File: config.mk
export PLATFORM = sky130hd
export DESIGN_NAME = nibble_serial_adder_ctrl
export DESIGN_NICKNAME = d
export VERILOG_FILES = /design/src/rtl/nibble_serial_adder_ctrl.sv
export SDC_FILE = /design/constraint.sdc
export NUM_CORES = 1
export LEC_CHECK = 0
export ABC_CLOCK_PERIOD_IN_PS = 1500
export BUFFER_PORTS_ARGS = -buffer_cell sky130_fd_sc_hd__buf_4
export CORE_AREA = 2 2 75 77
export CTS_BUF_LIST = sky130_fd_sc_hd__clkbuf_2
export DETAILED_ROUTE_END_ITERATION = 12
export DIE_AREA = 0 0 77 79
export PLACE_DENSITY = 0.75
export SLEW_MARGIN = 15
export SYNTH_ARGS = -nofsm -noshare
export SYNTH_HDL_FRONTEND = slang
export SYNTH_SLANG_ARGS = --single-unit
File: constraint.sdc
create_clock -name clk -period 1.5 [get_ports clk]
set_clock_uncertainty 0.05 [all_clocks]
set_input_delay 0.225 -clock clk [delete_from_list [all_inputs] [get_ports clk]]
set_output_delay 0.225 -clock clk [all_outputs]
set_load 0.01 [all_outputs]
File: src/rtl/nibble_serial_adder_ctrl.sv
// Nibble-serial wide adder sequencer: drives an external 4-bit slice LSB first and assembles the sum.
// Optional subtract mode (sub port, A - B in two's complement) is enabled with `define NIBBLE_ADDER_SUB_EN.
module nibble_serial_adder_ctrl #(
  parameter int NIBBLES = 4
) (
  input  logic                   clk,
  input  logic                   rst_n,
  input  logic                   start,
  input  logic [4*NIBBLES-1:0]   op_a,
  input  logic [4*NIBBLES-1:0]   op_b,
  input  logic                   cin,
`ifdef NIBBLE_ADDER_SUB_EN
  input  logic                   sub,
`endif
  output logic [3:0]             add_a,
  output logic [3:0]             add_b,
  output logic                   add_cin,
  input  logic [3:0]             add_f,
  input  logic                   add_cout,
  output logic                   busy,
  output logic                   done,
  output logic [4*NIBBLES-1:0]   sum,
  output logic                   cout
);

  localparam int W  = 4 * NIBBLES;
  localparam int IW = (NIBBLES <= 2) ? 1 : $clog2(NIBBLES);

  localparam logic [1:0] S_IDLE = 2'd0;
  localparam logic [1:0] S_RUN  = 2'd1;
  localparam logic [1:0] S_DONE = 2'd2;

  logic [1:0]    r_state;
  logic [IW-1:0] r_idx;
  logic [W-1:0]  r_a;
  logic [W-1:0]  r_b;
  logic          r_carry;
  logic [W-1:0]  r_sum;
  logic          r_cout;

  logic [W-1:0]  w_b_in;
  logic          w_c_in;
  logic          w_last;

`ifdef NIBBLE_ADDER_SUB_EN
  assign w_b_in = sub ? ~op_b : op_b;
  assign w_c_in = sub ? 1'b1  : cin;
`else
  assign w_b_in = op_b;
  assign w_c_in = cin;
`endif

  assign w_last = (r_idx == IW'(NIBBLES - 1));

  // Operands shift right each RUN cycle so the slice inputs come straight from
  // register bits, and drain to zero by the time the run completes.
  always_ff @(posedge clk or negedge rst_n) begin
    if (!rst_n) begin
      r_state <= S_IDLE;
      r_idx   <= '0;
      r_a     <= '0;
      r_b     <= '0;
      r_carry <= 1'b0;
      r_sum   <= '0;
      r_cout  <= 1'b0;
    end else begin
      case (r_state)
        S_IDLE: begin
          if (start) begin
            r_a     <= op_a;
            r_b     <= w_b_in;
            r_carry <= w_c_in;
            r_sum   <= '0;
            r_cout  <= 1'b0;
            r_idx   <= '0;
            r_state <= S_RUN;
          end
        end
        S_RUN: begin
          r_sum[{r_idx, 2'b00} +: 4] <= add_f;
          r_a <= r_a >> 4;
          r_b <= r_b >> 4;
          if (w_last) begin
            r_cout  <= add_cout;
            r_carry <= 1'b0;
            r_idx   <= '0;
            r_state <= S_DONE;
          end else begin
            r_carry <= add_cout;
            r_idx   <= r_idx + IW'(1);
          end
        end
        S_DONE: r_state <= S_IDLE;
        default: r_state <= S_IDLE;
      endcase
    end
  end

  assign add_a   = r_a[3:0];
  assign add_b   = r_b[3:0];
  assign add_cin = r_carry;
  assign busy    = (r_state == S_RUN);
  assign done    = (r_state == S_DONE);
  assign sum     = r_sum;
  assign cout    = r_cout;

endmodule

==> results of run 1 <==
## cells by family after synthesis
group | count (synthesis) | share of synthesized area, %
AOI/OAI and AO/OA | 61 | 16.8
muxes | 25 | 10.0
and+or+nand+nor | 41 | 9.84
DFF | 54 | 54.0
adders and majority gates | 6 | 3.00
buffers and inverters | 23 | 6.35
## stage by stage
stage	hold slack (ns)	util [%]
final	0.0104	68.7
after detailed placement	0.0924	57.7
after CTS	0.000417	67.7
after floorplan	-0.121	-
after global placement	0.0902	57.7
after global routing	0.00667	68.7
## power by group through the flow
stage | Combinational [mW] | Clock [mW] | Sequential, mW
floorplan | 1.82 | 0 | 2.32
global placement | 2.54 | 0 | 2.33
detailed placement | 2.60 | 0 | 2.33
CTS | 3.09 | 0.596 | 2.29
global route | 3.38 | 0.661 | 2.37
finish | 3.10 | 0.583 | 2.31
## registers in the layout, summed over array words and instances (netlist names)
signal	cells
r_idx	2
cout	1
r_b	16
add_cin	1
r_a	16
r_state	2
sum	16
## layout by cell type (no fill, tap or decap), types with 2 or more instances in the layout
cell and n:
o21ai_1 26, buf_4 77, nor4b_4 2, dfrtp_2 3
a21o_1 3, ha_1 4, a32o_1 5, buf_6 7
buf_12 2, nand2_1 28, dlygate4sd3_1 35, a21oi_2 2
clkbuf_2 5, mux2i_1 24, dfrtp_1 51, nand2b_4 3
a22o_1 20, a21oi_1 2
## area by class of cell
cell class                 instances  area [um2]
multi-input combinational        133        1050
tap                               72        90.1
sequential                        54        1360
inverter                           4        22.5
clock inverter                     3        20.0
timing repair buffer             123        1100
clock buffer                       5        25.0
fill                             399        1670
## worst max-delay path by stage
stage	endpoint	from	depth (start not counted)	slack [ns]
floorplan	sum[12]$_DFFE_PN0P_	r_idx[0]$_DFFE_PN0P_	5	0.03
global placement	sum[14]$_DFFE_PN0P_	r_idx[1]$_DFFE_PN0P_	5	0.05
detailed placement	sum[13]$_DFFE_PN0P_	r_idx[1]$_DFFE_PN0P_	5	0.002
CTS	busy	r_state[1]$_DFFE_PN0P_	4	-0.12
global route	done	r_state[0]$_DFFE_PN0P_	3	-0.16
finish	done	r_state[0]$_DFFE_PN0P_	3	-0.09
## repair_timing
| action | 4_1_cts | 5_1_grt |
|---|---|---|
| buffers inserted | 7 | 4 |
| pin swaps | 5 | 4 |
| hold buffers | 35 | 0 |
| gates resized for setup | 16 | 7 |
| endpoints found under the hold margin | 101 | 0 |
| cloned | 1 | 1 |
| endpoints found under the setup margin | 14 | 41 |
## tightest hold or removal path, stage by stage
cell and delay [ns]:
buf_4 0.09, mux2i_1 0.06, o21ai_1 0.11
## metal layers
| metal | wire length, um | global-route usage [%] | vias to the layer above |
|---|---|---|---|
| met1 | 2590 | 25.2 | 953 |
| met3 | 308 | 3.98 | 8 |
| met5 | 0 | 0 | - |
| met4 | 65 | 4.82 | 0 |
| met2 | 2970 | 34.4 | 69 |
| li1 | - | - | 969 |
==> results.py, run 1 <==
metrics = {
    "hold_path": {
        "min_from": "op_b[8]",
        "hold_depth": 3,
        "hp-class": "in2reg",
        "worstHoldEndpoint": "r_b[8]$_DFFE_PN0P_",
    },
    "route": {
        "drt_pass1_iterations": 4,
        "drt_iter0_markers": 73,
        "vias": 1999,
        "wire_per_inst_um": 15.1,
        "viasPerCell": 5.07,
        "ant_nets": 0,
        "route.detailed.drc": 0,
        "wirelength_um": 5940,
    },
    "worst_setup_path": {
        "crit_buf_inv": 2,
        "arrival_ns": 1.31,
        "worstReg2RegEnd": "sum[8]$_DFFE_PN0P_",
        "critical_path.cell_chain": "buf_6 -> nor2b_4 -> buf_6",
        "regToRegSetupSlack_ns": -0.06,
        "critPathLaunchType": "flop",
        "critPathRequiredTime_ns": 1.22,
        "cp-end-kind": "primary output",
        "cp_max_fo": 6,
        "cp_common_cell": "buf_6",
        "cp_slowest_cell": "dfrtp_2",
        "crit_type": "reg2out",
        "crit_path_max_incr_delay_ns": 0.50,
        "worstRegToRegCells": 6,
        "crit_family": "flip-flops",
        "r2r-start": "r_state[1]$_DFFE_PN0P_",
    },
    "global_route": {
        "grt_pass1_wl_um": 9530,
        "track_usage_pct": 19.6,
        "grt_antenna_before_repair": 0,
        "grt_max_degree": 33,
        "grt_pass1_vias": 2054,
        "gr-total-overflow": 0,
    },
    "timing": {
        "post-route-period-util_pct": 106,
        "fin_ws_ns": -0.0854,
        "slew-limit-headroom_pct": 56.1,
        "drv_slew": 0,
        "finalCriticalPeriod_ns": 1.59,
        "rsz0062_at_grt": "yes",
        "tightest_slew_ns": 0.657,
        "final_hold_viol_count": 0,
        "finalSetupViolations": 14,
        "fin_tns_setup_ns": -0.484,
        "fmax_ghz": 0.631,
    },
    "die": {
        "die_h_um": 79,
        "core_area_um2": 5340,
        "ios": 69,
        "die-area_um2": 6080,
        "fp-row-count": 27,
        "start_util_pct": 46.9,
        "chipWidth_um": 77,
    },
    "power_and_ir_drop": {
        "finalPower_mw": 6.00,
        "p_per_area_nw_per_um2": 1640,
        "comb_power_share_pct": 51.7,
        "power.share.switching_pct": 38.1,
        "clockPowerShare_pct": 9.7,
        "seqPwrFrac_pct": 38.6,
        "power_switching_mw": 2.29,
        "p_leak_nw": 1.81,
        "cellInternalPower_mw": 3.72,
        "vdd_drop_max_v": 0.000932,
    },
    "cells_and_area": {
        "syn_to_final_growth_pct": 46.5,
        "final_net_count": 368,
        "diodes": 0,
        "fin_area_um2": 3670,
        "instances_no_fill": 394,
        "drive_gt1_share_pct": 35.7,
    },
    "cts": {
        "tritoncts": "yes",
        "clock_sinks": 54,
        "cts_buffers": 5,
        "cts_root_buffer": "clkbuf_2",
        "clk_latency_ns": 0.44,
        "htreeDepth": 2,
        "clkTransAtPathRegs_ns": 0.27,
        "clk_path_buf_depth": 2,
    },
    "logic_synthesis": {
        "ys_top_cells_by_count": "dfrtp_1, nand2_1, o21ai_1",
        "yosysMostFrequentCell": "dfrtp_1",
        "ys_types": 28,
        "syn-mean-instance-area_um2": 11.9,
        "async_flop_share_pct": 100,
        "synth-main-ff-cell": "dfrtp_1",
        "synth.cell_area_um2": 2500,
        "ys_ff_latch": 54,
        "synth-edff-count": 0,
        "synth_area_leaders": "dfrtp_1, mux2i_1, a22o_1, o21ai_1, nand2_1",
        "synth_seq_area_share_pct": 54.0,
        "yosysTopAreaCell": "dfrtp_1",
        "synth_top_area_share_pct": 54.0,
        "yosys_warnings": 0,
        "syn_nets": 257,
        "netlist_instances": 210,
    },
    "placed_design": {
        "place_area_um2": 3080,
        "gp_congestion": 0.823,
        "io_buffers": 68,
        "dp_slack_ns": 0.00206,
        "dp_hpwl_um": 3720,
        "placed_cells": 340,
    },
    "job": {
        "drv_cap": 0,
    },
    "run_status": {
        "violations": "setup timing",
        "outcome": "complete, but fails checks",
    },
}
Note: power is estimated with default switching activity, not from simulation.
==> inputs of run 2 (changes only) <==
Settings changed: REMOVE_ABC_BUFFERS set to 1.
==> run 2 against run 1 <==
Against the previous run: count of clock-buffer cells in the layout up 1; critical path depth did not move; fmax up 1.8%; wire length shrank 2.1%; critical path type unchanged; sequential share of layout area increased by 0.22 points; setup slack improved by 0.027 ns; the run still ends with setup timing left; first-iteration DRC count decreased by 12%; die area did not move; highest routed layer unchanged; register-to-register slack gained 0.10 ns; total power rose by 1.3%.
==> results.py, run 2 (synthesized netlist as in run 1, its figures left out) <==
metrics = {
    "route": {
        "drt_pass1_iterations": 4,
        "drt_iter0_markers": 64,
        "viasPerCell": 5.03,
        "wirelength_um": 5810,
        "ant_nets": 0,
        "wire_per_inst_um": 14.8,
        "vias": 1976,
        "route.detailed.drc": 0,
    },
    "worst_setup_path": {
        "crit_buf_inv": 2,
        "critPathLaunchType": "flop",
        "regToRegSetupSlack_ns": 0.04,
        "cp-end-kind": "primary output",
        "crit_family": "flip-flops",
        "cp_slowest_cell": "dfrtp_2",
        "worstReg2RegEnd": "sum[13]$_DFFE_PN0P_",
        "crit_type": "reg2out",
        "worstRegToRegCells": 5,
        "critical_path.cell_chain": "buf_6 -> nor2b_4 -> buf_6",
        "arrival_ns": 1.28,
        "r2r-start": "r_idx[1]$_DFFE_PN0P_",
        "critPathRequiredTime_ns": 1.22,
        "cp_max_fo": 4,
        "crit_path_max_incr_delay_ns": 0.50,
        "cp_common_cell": "buf_6",
    },
    "placed_design": {
        "io_buffers": 68,
        "dp_hpwl_um": 3640,
        "place_area_um2": 3080,
        "gp_congestion": 0.816,
    },
    "global_route": {
        "grt_max_degree": 27,
        "grt_pass1_vias": 2017,
        "grt_pass1_wl_um": 9920,
        "track_usage_pct": 20.7,
        "gr-total-overflow": 0,
        "grt_antenna_before_repair": 0,
    },
    "cts": {
        "clk_latency_ns": 0.43,
        "htreeDepth": 2,
        "cts_buffers": 5,
        "clk_path_buf_depth": 2,
        "cts_root_buffer": "clkbuf_2",
        "tritoncts": "yes",
        "clock_sinks": 54,
        "clkTransAtPathRegs_ns": 0.24,
    },
    "power_and_ir_drop": {
        "vdd_drop_max_v": 0.00102,
        "p_per_area_nw_per_um2": 1670,
        "comb_power_share_pct": 50.1,
        "cellInternalPower_mw": 3.84,
        "power_switching_mw": 2.23,
        "seqPwrFrac_pct": 37.7,
        "clockPowerShare_pct": 12.1,
        "p_leak_nw": 1.80,
        "power.share.switching_pct": 36.8,
    },
    "timing": {
        "finalSetupViolations": 1,
        "drv_slew": 0,
        "finalCriticalPeriod_ns": 1.56,
        "fmax_ghz": 0.642,
        "tightest_slew_ns": 0.651,
        "rsz0062_at_grt": "yes",
        "final_hold_viol_count": 0,
        "slew-limit-headroom_pct": 56.5,
        "fin_ws_ns": -0.0580,
        "post-route-period-util_pct": 104,
    },
    "cells_and_area": {
        "drive_gt1_share_pct": 34.6,
        "syn_to_final_growth_pct": 45.4,
        "diodes": 0,
        "final_cell_mix": "buf_4, dfrtp_1, dlygate4sd3_1",
        "final_common_cell": "buf_4",
        "fillCellCount": 414,
        "fin_area_um2": 3640,
        "postLayoutCoreUtil_pct": 68.2,
        "final_net_count": 367,
    },
    "die": {
        "die_h_um": 79,
        "chipWidth_um": 77,
        "ios": 69,
        "start_util_pct": 46.9,
        "die-area_um2": 6080,
        "core_area_um2": 5340,
        "fp-row-count": 27,
    },
    "hold_path": {
        "worstHoldEndpoint": "add_cin$_DFFE_PN0P_",
        "min_from": "cin",
        "hold_depth": 3,
        "hp-class": "in2reg",
    },
    "run_status": {
        "outcome": "complete, but fails checks",
        "violations": "setup timing",
    },
    "job": {
        "drv_cap": 0,
    },
}
run 2: changes by cell type in the layout (fill, tap and decap cells not counted), moves of 2 or more:
| cell | previous run | this run |
|---|---|---|
| dfrtp_1 | 51 | 53 |
| dlygate4sd3_1 | 35 | 37 |
| nand2b_4 | 3 | 1 |
| dfrtp_2 | 3 | 1 |
run 2: through the flow:
step / instances / setup WS [ns] / power (mW) / hold WS, ns / TNS (ns)
2_1_floorplan: 191 / -0.458 / 3.82 / -0.121 / -14.58
6_report: 393 / -0.0580 / 6.08 / 0.0394 / -0.0580
3_3_place_gp: 342 / 0.0635 / 4.82 / 0.0564 / 0
5_1_grt: 393 / -0.124 / 6.50 / 0.0394 / -0.260
4_1_cts: 393 / -0.105 / 6.07 / 0.0250 / -0.185
3_5_place_dp: 342 / 0.0107 / 4.92 / 0.0605 / 0
run 2: worst max path at each step:
| stage | startpoint | end | slack (ns) | cells after the start |
|---|---|---|---|---|
| after detailed placement | r_idx[1]$_DFFE_PN0P_ | sum[3]$_DFFE_PN0P_ | 0.01 | 4 |
| after global placement | r_idx[0]$_DFFE_PN0P_ | sum[3]$_DFFE_PN0P_ | 0.06 | 4 |
| after global routing | r_state[0]$_DFFE_PN0P_ | done | -0.12 | 3 |
| after floorplan | r_state[1]$_DFFE_PN0P_ | r_a[0]$_DFFE_PN0P_ | -0.46 | 3 |
| after CTS | r_state[1]$_DFFE_PN0P_ | busy | -0.11 | 4 |
| final | r_state[0]$_DFFE_PN0P_ | done | -0.06 | 3 |
run 2: final cells by class:
class / instances / area, um2 / area share, %
Timing Repair Buffer: 122 / 1080 / 29.7
Clock inverter: 2 / 37.5 / 1.03
Clock buffer: 6 / 30.0 / 0.825
Tap cell: 72 / 90.1 / 2.48
Sequential cell: 54 / 1350 / 37.2
Multi-Input combinational cell: 133 / 1030 / 28.3
Inverter: 4 / 20.0 / 0.550
run 2: metal layers:
layer,share of wire (%),up-vias,track usage (%)
met5,0,-,0
met3,2.9,9,3.41
li1,-,969,-
met2,52,39,36.5
met4,1.9,0,6.61
met1,43,959,26.4
run 2: worst reg2reg max path, stage by stage, from the launching register on:
cell,delay (ns)
dfrtp_1,0.44
buf_4,0.14
buf_4,0.14
ha_2,0.17
and4b_2,0.25
a22o_1,0.21
run 2: power groups by stage:
stage	combinational [mW]	clock, mW	sequential (mW)
after floorplan	1.40	0	2.42
after global placement	2.52	0	2.30
after detailed placement	2.60	0	2.31
after CTS	3.04	0.757	2.27
after global routing	3.34	0.805	2.36
final	3.05	0.738	2.29
run 2: what timing repair did:
action / CTS / global route
pin swaps: 1 / 8
buffers inserted: 5 / 2
resized for setup: 10 / 11
endpoints found under the setup margin: 3 / 14
endpoints found under the hold margin: 101 / 0
gates cloned: 1 / 0
hold buffers: 37 / 0
